## src/rtl/output_sample_pkg.sv

```systemverilog
// Shared constants and helpers for the windowed input sampler.
// No logic; no latency; no backpressure.
// Holds the period-register width, parameter limits and sum-width rule.
package output_sample_pkg;

    localparam int PERIOD_W  = 16;
    localparam int WIDTH_MIN = 1;
    localparam int DEPTH_MIN = 1;
    localparam int DEPTH_MAX = 8;
    localparam int SUM_W_MAX = 16;

    // Window of 2^depth samples of w bits never needs more than w+depth bits.
    function automatic int sum_width(input int w, input int d);
        return w + d;
    endfunction

endpackage

```

## src/rtl/sample_ticker.sv

```systemverilog
// Sample-period pacer: strobes once every period+1 cycles.
// Strobe is combinational from the counter, so the counter acts on the same edge.
// No backpressure; a lowered period wraps at the next compare.
module sample_ticker
    import output_sample_pkg::*;
(
    input  logic                CLK,
    input  logic                RST,
    input  logic [PERIOD_W-1:0] period,
    output logic                strobe
);

    logic [PERIOD_W-1:0] cnt;

    // >= rather than == so shrinking the period mid-count still wraps.
    assign strobe = (cnt >= period);

    always_ff @(posedge CLK or posedge RST) begin
        if (RST) begin
            cnt <= '0;
        end else if (strobe) begin
            cnt <= '0;
        end else begin
            cnt <= cnt + PERIOD_W'(1);
        end
    end

endmodule

```

## src/rtl/output_sample.sv

```systemverilog
// Windowed sampler: circular history of 2^DEPTH samples, running sum, readback.
// Sum updates on the strobe edge; readback is registered (1 cycle).
// No handshake; input_1 must be stable at every strobe edge.
module output_sample
    import output_sample_pkg::*;
#(
    parameter int WIDTH = 8,
    parameter int DEPTH = 4
) (
    input  logic                CLK,
    input  logic                RST,
    input  logic [WIDTH-1:0]    input_1,
    input  logic [DEPTH-1:0]    input_2,
    input  logic [PERIOD_W-1:0] input_3,
    output logic [15:0]         out_1,
    output logic [WIDTH-1:0]    out_2
);

    localparam int SUM_W   = sum_width(WIDTH, DEPTH);
    localparam int ENTRIES = 1 << DEPTH;

    logic                strobe;
    logic [WIDTH-1:0]    hist [ENTRIES];
    logic [DEPTH-1:0]    wptr;
    logic [SUM_W-1:0]    sum;
    logic [DEPTH-1:0]    rd_idx;

    sample_ticker u_ticker (
        .CLK    (CLK),
        .RST    (RST),
        .period (input_3),
        .strobe (strobe)
    );

    // Offset 0 is the entry just behind the write pointer.
    assign rd_idx = wptr - DEPTH'(1) - input_2;
    assign out_1  = 16'(sum);

    always_ff @(posedge CLK or posedge RST) begin
        if (RST) begin
            for (int i = 0; i < ENTRIES; i++) begin
                hist[i] <= '0;
            end
            wptr  <= '0;
            sum   <= '0;
            out_2 <= '0;
        end else begin
            out_2 <= hist[rd_idx];
            if (strobe) begin
                // Evicted entry is zero until the window first fills.
                hist[wptr] <= input_1;
                sum        <= sum + SUM_W'(input_1) - SUM_W'(hist[wptr]);
                wptr       <= wptr + DEPTH'(1);
            end
        end
    end

endmodule

```

## config.mk

```make
export PLATFORM = sky130hd
export DESIGN_NAME = output_sample
export DESIGN_NICKNAME = d
export VERILOG_FILES = /design/src/rtl/output_sample_pkg.sv /design/src/rtl/sample_ticker.sv /design/src/rtl/output_sample.sv
export SDC_FILE = /design/constraint.sdc
export NUM_CORES = 1
export LEC_CHECK = 0
export CORE_ASPECT_RATIO = 1.25
export CORE_MARGIN = 4
export CORE_UTILIZATION = 55
export DETAILED_ROUTE_END_ITERATION = 8
export PLACE_DENSITY = 0.74
export SLEW_MARGIN = 20
export SYNTH_ARGS = -nofsm -noshare
export SYNTH_HDL_FRONTEND = slang
export SYNTH_SLANG_ARGS = --single-unit
```

## constraint.sdc

```tcl
create_clock -name CLK -period 13.7 [get_ports CLK]
set_input_delay 3.425 -clock CLK [delete_from_list [all_inputs] [get_ports CLK]]
set_output_delay 3.425 -clock CLK [all_outputs]
set_load 0.02 [all_outputs]
```

==> flow_summary.json, run 1 <==
{
  "drv_cap": 0,
  "cts_hold_buf": 0,
  "coreArea_um2": 17570,
  "power_uw": 2755,
  "critPathKind": "primary input to flop",
  "die_h_um": 158.1,
  "dp_slack_ns": 6.821,
  "numCtsBuffers": 17,
  "use_met1_pct": 30.39,
  "path_cells": "clkdlybuf4s50_1 > inv_1 > fa_1 > inv_1 > fa_1 > a21oi_1 > o211ai_1 > o41ai_1 > or4bb_1 > a41oi_1",
  "io_pins": 54,
  "io_buffer_count": 49,
  "intPower_uw": 1662,
  "critPathBufInv": 3,
  "synth-seq-cells": 168,
  "ys.flop_type": "dfrtp_1",
  "switching_share_pct": 39.67,
  "layout_common_cells": "167 x dfrtp_1, 128 x mux2_2, 72 x mux4_2",
  "chipWidth_um": 128.1,
  "p_clk_share_pct": 18.7,
  "final_common_cell": "dfrtp_1",
  "max_stage_delay_ns": 0.85,
  "busiest_layer": "met2",
  "drt-pass1-iter-count": 4,
  "worst_pin_slew_ns": 1.043,
  "hpwlAfterDp_um": 15320,
  "final_nets": 836,
  "antenna_found_initial": 0,
  "syn_area_per_cell_um2": 13.52,
  "vias": 6261,
  "timing.final.crit_share_pct": 47.09,
  "combinationalPowerShare_pct": 52.6,
  "die_area_um2": 20240,
  "setup_tns_ns": 0,
  "clkSinkCount": 168,
  "synth_area_leaders": "dfrtp_1 42%, mux4_2 16%, mux2_2 15%",
  "syn2layout_area_growth_pct": 12.64,
  "drive_gt1_share_pct": 33.72,
  "final_core_util_pct": 63.53,
  "cts_setup_buffers": 0,
  "htreeDepth": 4,
  "start_util_pct": 56.40,
  "cts.clk_slew.worst_paths_ns": 0.07,
  "grtUsageTotal_pct": 24.90,
  "rows": 54,
  "cts_tree": "yes",
  "overflow": 0,
  "synth_edf_count": 0,
  "period_needed_ns": 6.452,
  "crit_arrival_ns": 6.72,
  "rsz0062_at_grt": "false",
  "drt_iter0_markers": 499,
  "async_reset_ff_share_pct": 100.0,
  "hold_violations": 0,
  "grt_max_degree": 94,
  "seq_area_frac_synth_pct": 42.43,
  "vdd_drop_max_uv": 120.4,
  "status": "complete, no violations",
  "routed_wl_um": 23500,
  "synth.distinct_cells": 52,
  "p_sw_uw": 1093,
  "p_per_area_nw_per_um2": 246.8,
  "antenna_cells": 0,
  "ant_nets": 0,
  "synth_warnings": 0,
  "grt_pass1_wl_um": 37960,
  "fin_skew_ns": 0.007412,
  "synth_area_um2": 9908,
  "syn-instance-count": 733,
  "vias_per_cell": 6.274,
  "grt.met2_usage_pct": 43.91,
  "startpoint_type": "primary input",
  "worstSetupEndpointType": "flop",
  "cts.repair.resized": 0,
  "clockBufferDepth": 2,
  "crit_path_max_fanout": 17,
  "finalMaxSlewViolations": 0,
  "crit_family": "buffers and inverters",
  "cpMaxStageDelayCell": "clkdlybuf4s50_1",
  "crit_required_ns": 13.96,
  "finalSetupViolCount": 0,
  "synth_top_area_share_pct": 42.43,
  "layout_setup_ws_ns": 7.248,
  "insertion_delay_ns": 0.44,
  "hold_class": "flop to flop",
  "synth_top_cell_by_area": "dfrtp_1",
  "p_leak_uw": 0.005023,
  "use_met3_pct": 5.096,
  "gp_congestion": 0.8846,
  "cts-root-buf": "clkbuf_16",
  "relSlewSlack_pct": 30.46,
  "drc": 0,
  "grt_pass1_vias": 6742,
  "fillers": 1315,
  "wl_per_cell_um": 23.55,
  "max_freq_mhz": 155.0,
  "seqPwrFrac_pct": 28.7
}
path summary, 6_finish.rpt:
check                      slack (ns)  depth (start not counted)  startpoint          endpoint
setup / recovery                 7.25                         10  input_1[1]           sum[10]
hold / removal                   0.47                          1     sum[11]           sum[11]
setup reg to reg                 9.20                         11     wptr[0]           sum[10]
hold reg to reg                  0.47                          1     sum[11]           sum[11]
max in group asynchronous        8.63                          3         RST         hist[116]
min in group asynchronous        3.53                          2         RST  u_ticker.cnt[14]
per-stage QoR:
| step | hold slack [ns] | instances | cell area, um2 |
|---|---|---|---|
| 4_1_cts | 0.4792 | 998 | 11160 |
| 2_1_floorplan | 0.4851 | 736 | 9920 |
| 6_report | 0.4732 | 998 | 11160 |
| 3_3_place_gp | 0.4644 | 966 | 10530 |
| 3_5_place_dp | 0.4701 | 966 | 10530 |
| 5_1_grt | 0.5148 | 998 | 11160 |
sequential cells by signal, indices dropped and copies added, names as in the netlist:
name / count
hist: 128
out_2: 8
sum: 12
u_ticker.cnt: 16
wptr: 4
layer usage:
metal | vias up | wire length [um]
met5 | - | 0
met4 | 0 | 663
met3 | 46 | 1165
met2 | 158 | 12530
met1 | 3296 | 9148
li1 | 2761 | -
cell usage after synthesis (all sizes together), types with 7 or more instances:
cell type  number
xnor2          17
xor2           11
inv            60
mux4           72
a21oi          19
fa              9
buf            19
mux2          128
nand2          11
o211ai         14
a211oi         11
nor2           30
nor2b          10
ha             36
mux2i           9
nand3           7
o21ai          23
clkbuf         31
dfrtp         168
power by group through the flow:
| stage | Clock (uW) | Combinational (uW) | Sequential (uW) |
|---|---|---|---|
| final | 515 | 1450 | 790 |
| after global routing | 541 | 1590 | 810 |
| after CTS | 522 | 1460 | 788 |
| after detailed placement | 0 | 1440 | 794 |
| after global placement | 0 | 1410 | 778 |
| after floorplan | 0 | 1090 | 780 |
cells by family (layout without fill, tap and decap cells):
logic type | Yosys count | in the layout | share of synthesized area [%]
and+or+nand+nor | 82 | 82 | 4.054
muxes | 209 | 209 | 31.82
DFF | 168 | 168 | 42.43
xor gates and xnor gates | 28 | 28 | 2.475
buffers and inverters | 110 | 148 | 4.773
AOI/OAI and AO/OA | 90 | 90 | 8.044
adders and majority gates | 45 | 45 | 6.364
other | 1 | 4 | 0.03785
cell type report:
type | count | area (um2) | share of cell area, %
Multi-Input combinational cell | 458 | 5266 | 47.19
Sequential cell | 168 | 4205 | 37.68
Timing Repair Buffer | 56 | 543.0 | 4.865
Clock buffer | 18 | 439.2 | 3.935
Tap cell | 224 | 280.3 | 2.511
Inverter | 60 | 230.2 | 2.063
Clock inverter | 14 | 196.4 | 1.760
Power figures use the tool's default switching activity.
==> inputs of run 2 (changes only) <==
==> constraint.sdc (replaced) <==
create_clock -name CLK -period 6.5 [get_ports CLK]
set_input_delay 1.625 -clock CLK [delete_from_list [all_inputs] [get_ports CLK]]
set_output_delay 1.625 -clock CLK [all_outputs]
set_load 0.02 [all_outputs]
==> run 2 against run 1 <==
Against the previous run: register-to-register slack lost 7.1 ns; largest cell class unchanged; via count down 0.45%; non-clock buffer count increased by 4; sequential power up 120%; core utilization shrank 0.28 points; sequential share of layout area rose by 0.19 points; cell count is 0.40% higher; clock power grew 83%.
==> flow_summary.json, run 2 (synthesis gave the netlist of run 1 again) <==
{
  "reg.largest.list": "hist (128), u_ticker.cnt (16), sum (12)",
  "syn2layout_area_growth_pct": 12.15,
  "fillers": 1308,
  "postPlaceCellArea_um2": 10560,
  "worst_pin_slew_ns": 1.017,
  "r2r_setup_slack_ns": 2.08,
  "hold_class": "flop to flop",
  "p_per_area_nw_per_um2": 510.5,
  "gp_congestion": 0.9218,
  "vdd_drop_max_uv": 256.3,
  "overflow": 0,
  "io_buffer_count": 49,
  "top_register": "hist",
  "status": "complete, no violations",
  "power_uw": 5672,
  "vias_per_cell": 6.221,
  "largest_reg_flops": 128,
  "crit_path_max_fanout": 17,
  "crit_required_ns": 6.74,
  "critPathKind": "primary input to flop",
  "clockBufferDepth": 2,
  "routed_wl_um": 23500,
  "cts_hold_buf": 0,
  "grt_pass1_wl_um": 38160,
  "antenna_found_initial": 0,
  "insertion_delay_ns": 0.43,
  "seqCellArea_um2": 4208,
  "numCtsBuffers": 17,
  "grt_max_degree": 85,
  "io_pins": 54,
  "relSlewSlack_pct": 32.17,
  "start_util_pct": 56.40,
  "hold_slack_ns": 0.4728,
  "chipWidth_um": 128.1,
  "finalMaxSlewViolations": 0,
  "cts_setup_buffers": 0,
  "layout_common_cells": "167 x dfrtp_1, 128 x mux2_2, 72 x mux4_2",
  "drt-pass1-iter-count": 5,
  "coreArea_um2": 17570,
  "finalSetupViolCount": 0,
  "crit_end": "sum[10]",
  "max_freq_mhz": 214.3,
  "fin_area_um2": 11110,
  "die_area_um2": 20240,
  "grt_pass1_vias": 6981,
  "multi_input_area_um2": 5269,
  "rows": 54,
  "drv_cap": 0,
  "cts_tree": "yes",
  "drt_iter0_markers": 489,
  "drive_gt1_share_pct": 34.19,
  "p_leak_uw": 0.004993,
  "clkSinkCount": 168,
  "htreeDepth": 4,
  "startpoint_type": "primary input",
  "antenna_cells": 0,
  "rsz0062_at_grt": "false",
  "final_nets": 840,
  "setup_tns_ns": 0,
  "vias": 6233,
  "wl_per_cell_um": 23.45,
  "crit_arrival_ns": 4.91,
  "cts.repair.resized": 0,
  "die_h_um": 158.1,
  "worstSetupEndpointType": "flop",
  "timing.rr.start": "wptr[0]",
  "hpwlAfterDp_um": 15840,
  "ant_nets": 0,
  "period_needed_ns": 4.667,
  "timing.final.crit_share_pct": 71.80,
  "fin_skew_ns": 0.007926,
  "cts-root-buf": "clkbuf_16",
  "r2r.worst_path.cells": 11,
  "r2r_end": "sum[10]",
  "drc": 0,
  "crit_start": "input_1[1]",
  "final_common_cell": "dfrtp_1",
  "hold_depth": 1,
  "hold_violations": 0,
  "cts.clk_slew.worst_paths_ns": 0.06,
  "grtUsageTotal_pct": 24.95
}
## run 2: changes by cell type in the layout (fill, tap and decap cells not counted), sizes merged
cell,change
bufinv,-4
clkbuf,+1
clkinvlp,+3
buf,+4
## run 2: area by class of cell
cell class                 instances  share of cell area, %
multi-input combinational        458                  47.42
sequential                       168                  37.87
timing repair buffer              60                  5.157
clock buffer                      19                  4.076
tap                              224                  2.522
inverter                          60                  2.072
clock inverter                    13                 0.8895
## run 2: where the power goes
part,switching [uW],internal [uW]
Sequential,314,1390
Clock,431,510
Combinational,1560,1470
Total,2300,3370
## run 2: how the worst min path moves through the flow
stage | slack (ns) | end | from
after floorplan | 0.49 | u_ticker.cnt[0] | u_ticker.cnt[0]
after global placement | 0.46 | sum[11] | sum[11]
after detailed placement | 0.48 | sum[11] | sum[11]
after CTS | 0.48 | sum[11] | sum[11]
after global routing | 0.49 | sum[11] | sum[11]
final | 0.47 | sum[11] | sum[11]
## run 2: stage by stage
step | cells | worst slack (ns) | util, %
after floorplan | 736 | 0.3283 | -
after global placement | 970 | 1.523 | 60.10
after detailed placement | 970 | 1.399 | 60.10
after CTS | 1002 | 1.747 | 63.24
after global routing | 1002 | 1.507 | 63.25
final | 1002 | 1.833 | 63.25
## run 2: worst max-delay path, cell delays in order
cell	delay [ns]
clkdlybuf4s50_1	0.80
inv_1	0.17
fa_1	0.56
inv_1	0.07
fa_1	0.46
a21oi_1	0.19
o211ai_1	0.15
o41ai_1	0.55
or4bb_1	0.22
a41oi_1	0.12
## run 2: layer usage
layer / up-vias / share of wire [%] / global-route usage, %
met5: - / 0 / 0
met4: 0 / 3.6 / 10.67
met3: 55 / 4.9 / 5.130
met2: 179 / 52 / 43.56
met1: 3219 / 39 / 30.13
li1: 2780 / - / -
==> inputs of run 3 (changes only) <==
==> constraint.sdc (replaced) <==
create_clock -name CLK -period 4.8 [get_ports CLK]
set_input_delay 1.2 -clock CLK [delete_from_list [all_inputs] [get_ports CLK]]
set_output_delay 1.2 -clock CLK [all_outputs]
set_load 0.02 [all_outputs]
==> run 3 against run 2 <==
Against the previous run: clock skew about the same; clock-buffer cell count increased by 1; cell count increased by 1.5%; hold slack improved by 0.0052 ns; core utilization increased by 0.81 points; critical path type is now flop to flop; largest cell class unchanged; highest routed layer unchanged.
==> flow_summary.json, run 3 (synthesis gave the netlist of run 1 again) <==
{
  "crit_arrival_ns": 4.63,
  "io_buffer_count": 49,
  "startpoint_type": "flop",
  "drt-pass1-iter-count": 5,
  "antenna_found_initial": 0,
  "seqCellArea_um2": 4205,
  "relSlewSlack_pct": 46.71,
  "routed_wl_um": 23380,
  "final_cells": 1017,
  "intPower_uw": 4615,
  "multi_input_area_um2": 5255,
  "max_stage_delay_ns": 0.66,
  "vias": 6291,
  "hold_class": "flop to flop",
  "dp_cells": 986,
  "cts_tree": "yes",
  "fin_skew_ns": 0.007793,
  "drt_iter0_markers": 502,
  "layout_common_cells": "167 x dfrtp_1, 128 x mux2_2, 72 x mux4_2",
  "switching_share_pct": 40.15,
  "period_needed_ns": 4.286,
  "final_nets": 856,
  "io_pins": 54,
  "p_leak_uw": 0.005096,
  "fillers": 1293,
  "reg.largest.list": "hist (128), u_ticker.cnt (16), sum (12)",
  "antenna_cells": 0,
  "largest_reg_flops": 128,
  "cts.clk_slew.worst_paths_ns": 0.07,
  "critPathMostFrequentCell": "mux4_2",
  "grtUsageTotal_pct": 24.47,
  "critPathKind": "flop to flop",
  "seqPwrFrac_pct": 29.8,
  "clkSinkCount": 168,
  "worstSetupEndpointType": "flop",
  "rsz0062_at_grt": "false",
  "grt_pass1_vias": 6784,
  "die_area_um2": 20240,
  "chipWidth_um": 128.1,
  "hold_depth": 1,
  "vias_per_cell": 6.186,
  "grt_pass1_wl_um": 37460,
  "overflow": 0,
  "drc": 0,
  "gp_congestion": 0.8597,
  "cpMaxStageDelayCell": "dfrtp_2",
  "setup_tns_ns": 0,
  "r2r.worst_path.cells": 11,
  "max_freq_mhz": 233.3,
  "ant_nets": 0,
  "start_util_pct": 56.40,
  "htreeDepth": 4,
  "clockBufferDepth": 2,
  "cts-root-buf": "clkbuf_16",
  "hpwlAfterDp_um": 16040,
  "cts_hold_buf": 0,
  "cts_setup_buffers": 0,
  "hold_violations": 0,
  "drv_cap": 0,
  "numCtsBuffers": 17,
  "finalSetupViolCount": 0,
  "grt_max_degree": 110,
  "crit_required_ns": 5.14,
  "finalMaxSlewViolations": 0,
  "wl_per_cell_um": 22.99,
  "vdd_drop_max_uv": 430.3,
  "final_common_cell": "dfrtp_1",
  "p_clk_share_pct": 16.5,
  "p_sw_uw": 3096,
  "die_h_um": 158.1,
  "insertion_delay_ns": 0.43,
  "cts.repair.resized": 0,
  "timing.final.crit_share_pct": 89.29,
  "syn2layout_area_growth_pct": 13.59,
  "p_per_area_nw_per_um2": 685.1,
  "rows": 54,
  "top_register": "hist",
  "crit_path_max_fanout": 17,
  "worst_pin_slew_ns": 0.7993,
  "drive_gt1_share_pct": 35.31,
  "coreArea_um2": 17570,
  "combinationalPowerShare_pct": 53.7,
  "status": "complete, no violations",
  "path_cells": "buf_12 > mux4_2 > mux4_2 > fa_1 > inv_1 > ha_1 > a21oi_1 > o211ai_1 > o41ai_1 > nand4b_1 > a41oi_1"
}
[run 3: final timing paths]
check | from | endpoint | slack [ns]
max in group asynchronous | RST | hist[74] | 2.56
min | sum[11] | sum[11] | 0.48
min in group asynchronous | RST | u_ticker.cnt[12] | 1.23
min reg2reg | sum[11] | sum[11] | 0.48
max reg2reg | wptr[0] | sum[10] | 0.51
max | wptr[0] | sum[10] | 0.51
[run 3: worst max-delay path, delay by kind of cell, from the launching register on]
| family | cells | cell delay, ns |
|---|---|---|
| muxes | 2 | 1.05 |
| AOI/OAI and AO/OA | 4 | 1.18 |
| DFF | 1 | 0.66 |
| adders and majority gates | 2 | 0.84 |
| buffers and inverters | 2 | 0.29 |
| and+or+nand+nor | 1 | 0.16 |
[run 3: layout make-up]
type / instances / share of cell area (%)
repair buffers: 76 / 6.604
inverters: 60 / 2.034
clock inverters: 11 / 0.6670
clock buffers: 20 / 4.147
flip-flops and latches: 168 / 37.37
well taps: 224 / 2.490
multi-input cells: 458 / 46.69
[run 3: stage by stage]
step	setup slack [ns]	total power [uW]	area [um2]	util [%]	hold slack, ns
floorplan	0.5924	5347	9923	-	0.4851
global placement	0.4909	6291	10710	60.98	0.4667
detailed placement	0.4316	6435	10710	60.98	0.4708
CTS	0.5078	7731	11250	64.07	0.4792
global route	0.2376	8234	11250	64.07	0.5142
finish	0.5140	7711	11250	64.07	0.4780
[run 3: per-layer routing]
layer,up-vias,wire length (um),track usage [%]
met4,0,708,8.999
met5,-,0,0
li1,2803,-,-
met2,171,12140,42.04
met1,3272,9403,30.42
met3,45,1129,5.636
[run 3: power groups by stage]
stage / sequential [uW] / combinational [uW] / clock, uW
3_5_place_dp: 2320 / 4120 / 0
3_3_place_gp: 2270 / 4020 / 0
4_1_cts: 2300 / 4150 / 1290
6_report: 2300 / 4140 / 1270
5_1_grt: 2360 / 4530 / 1350
2_1_floorplan: 2230 / 3120 / 0
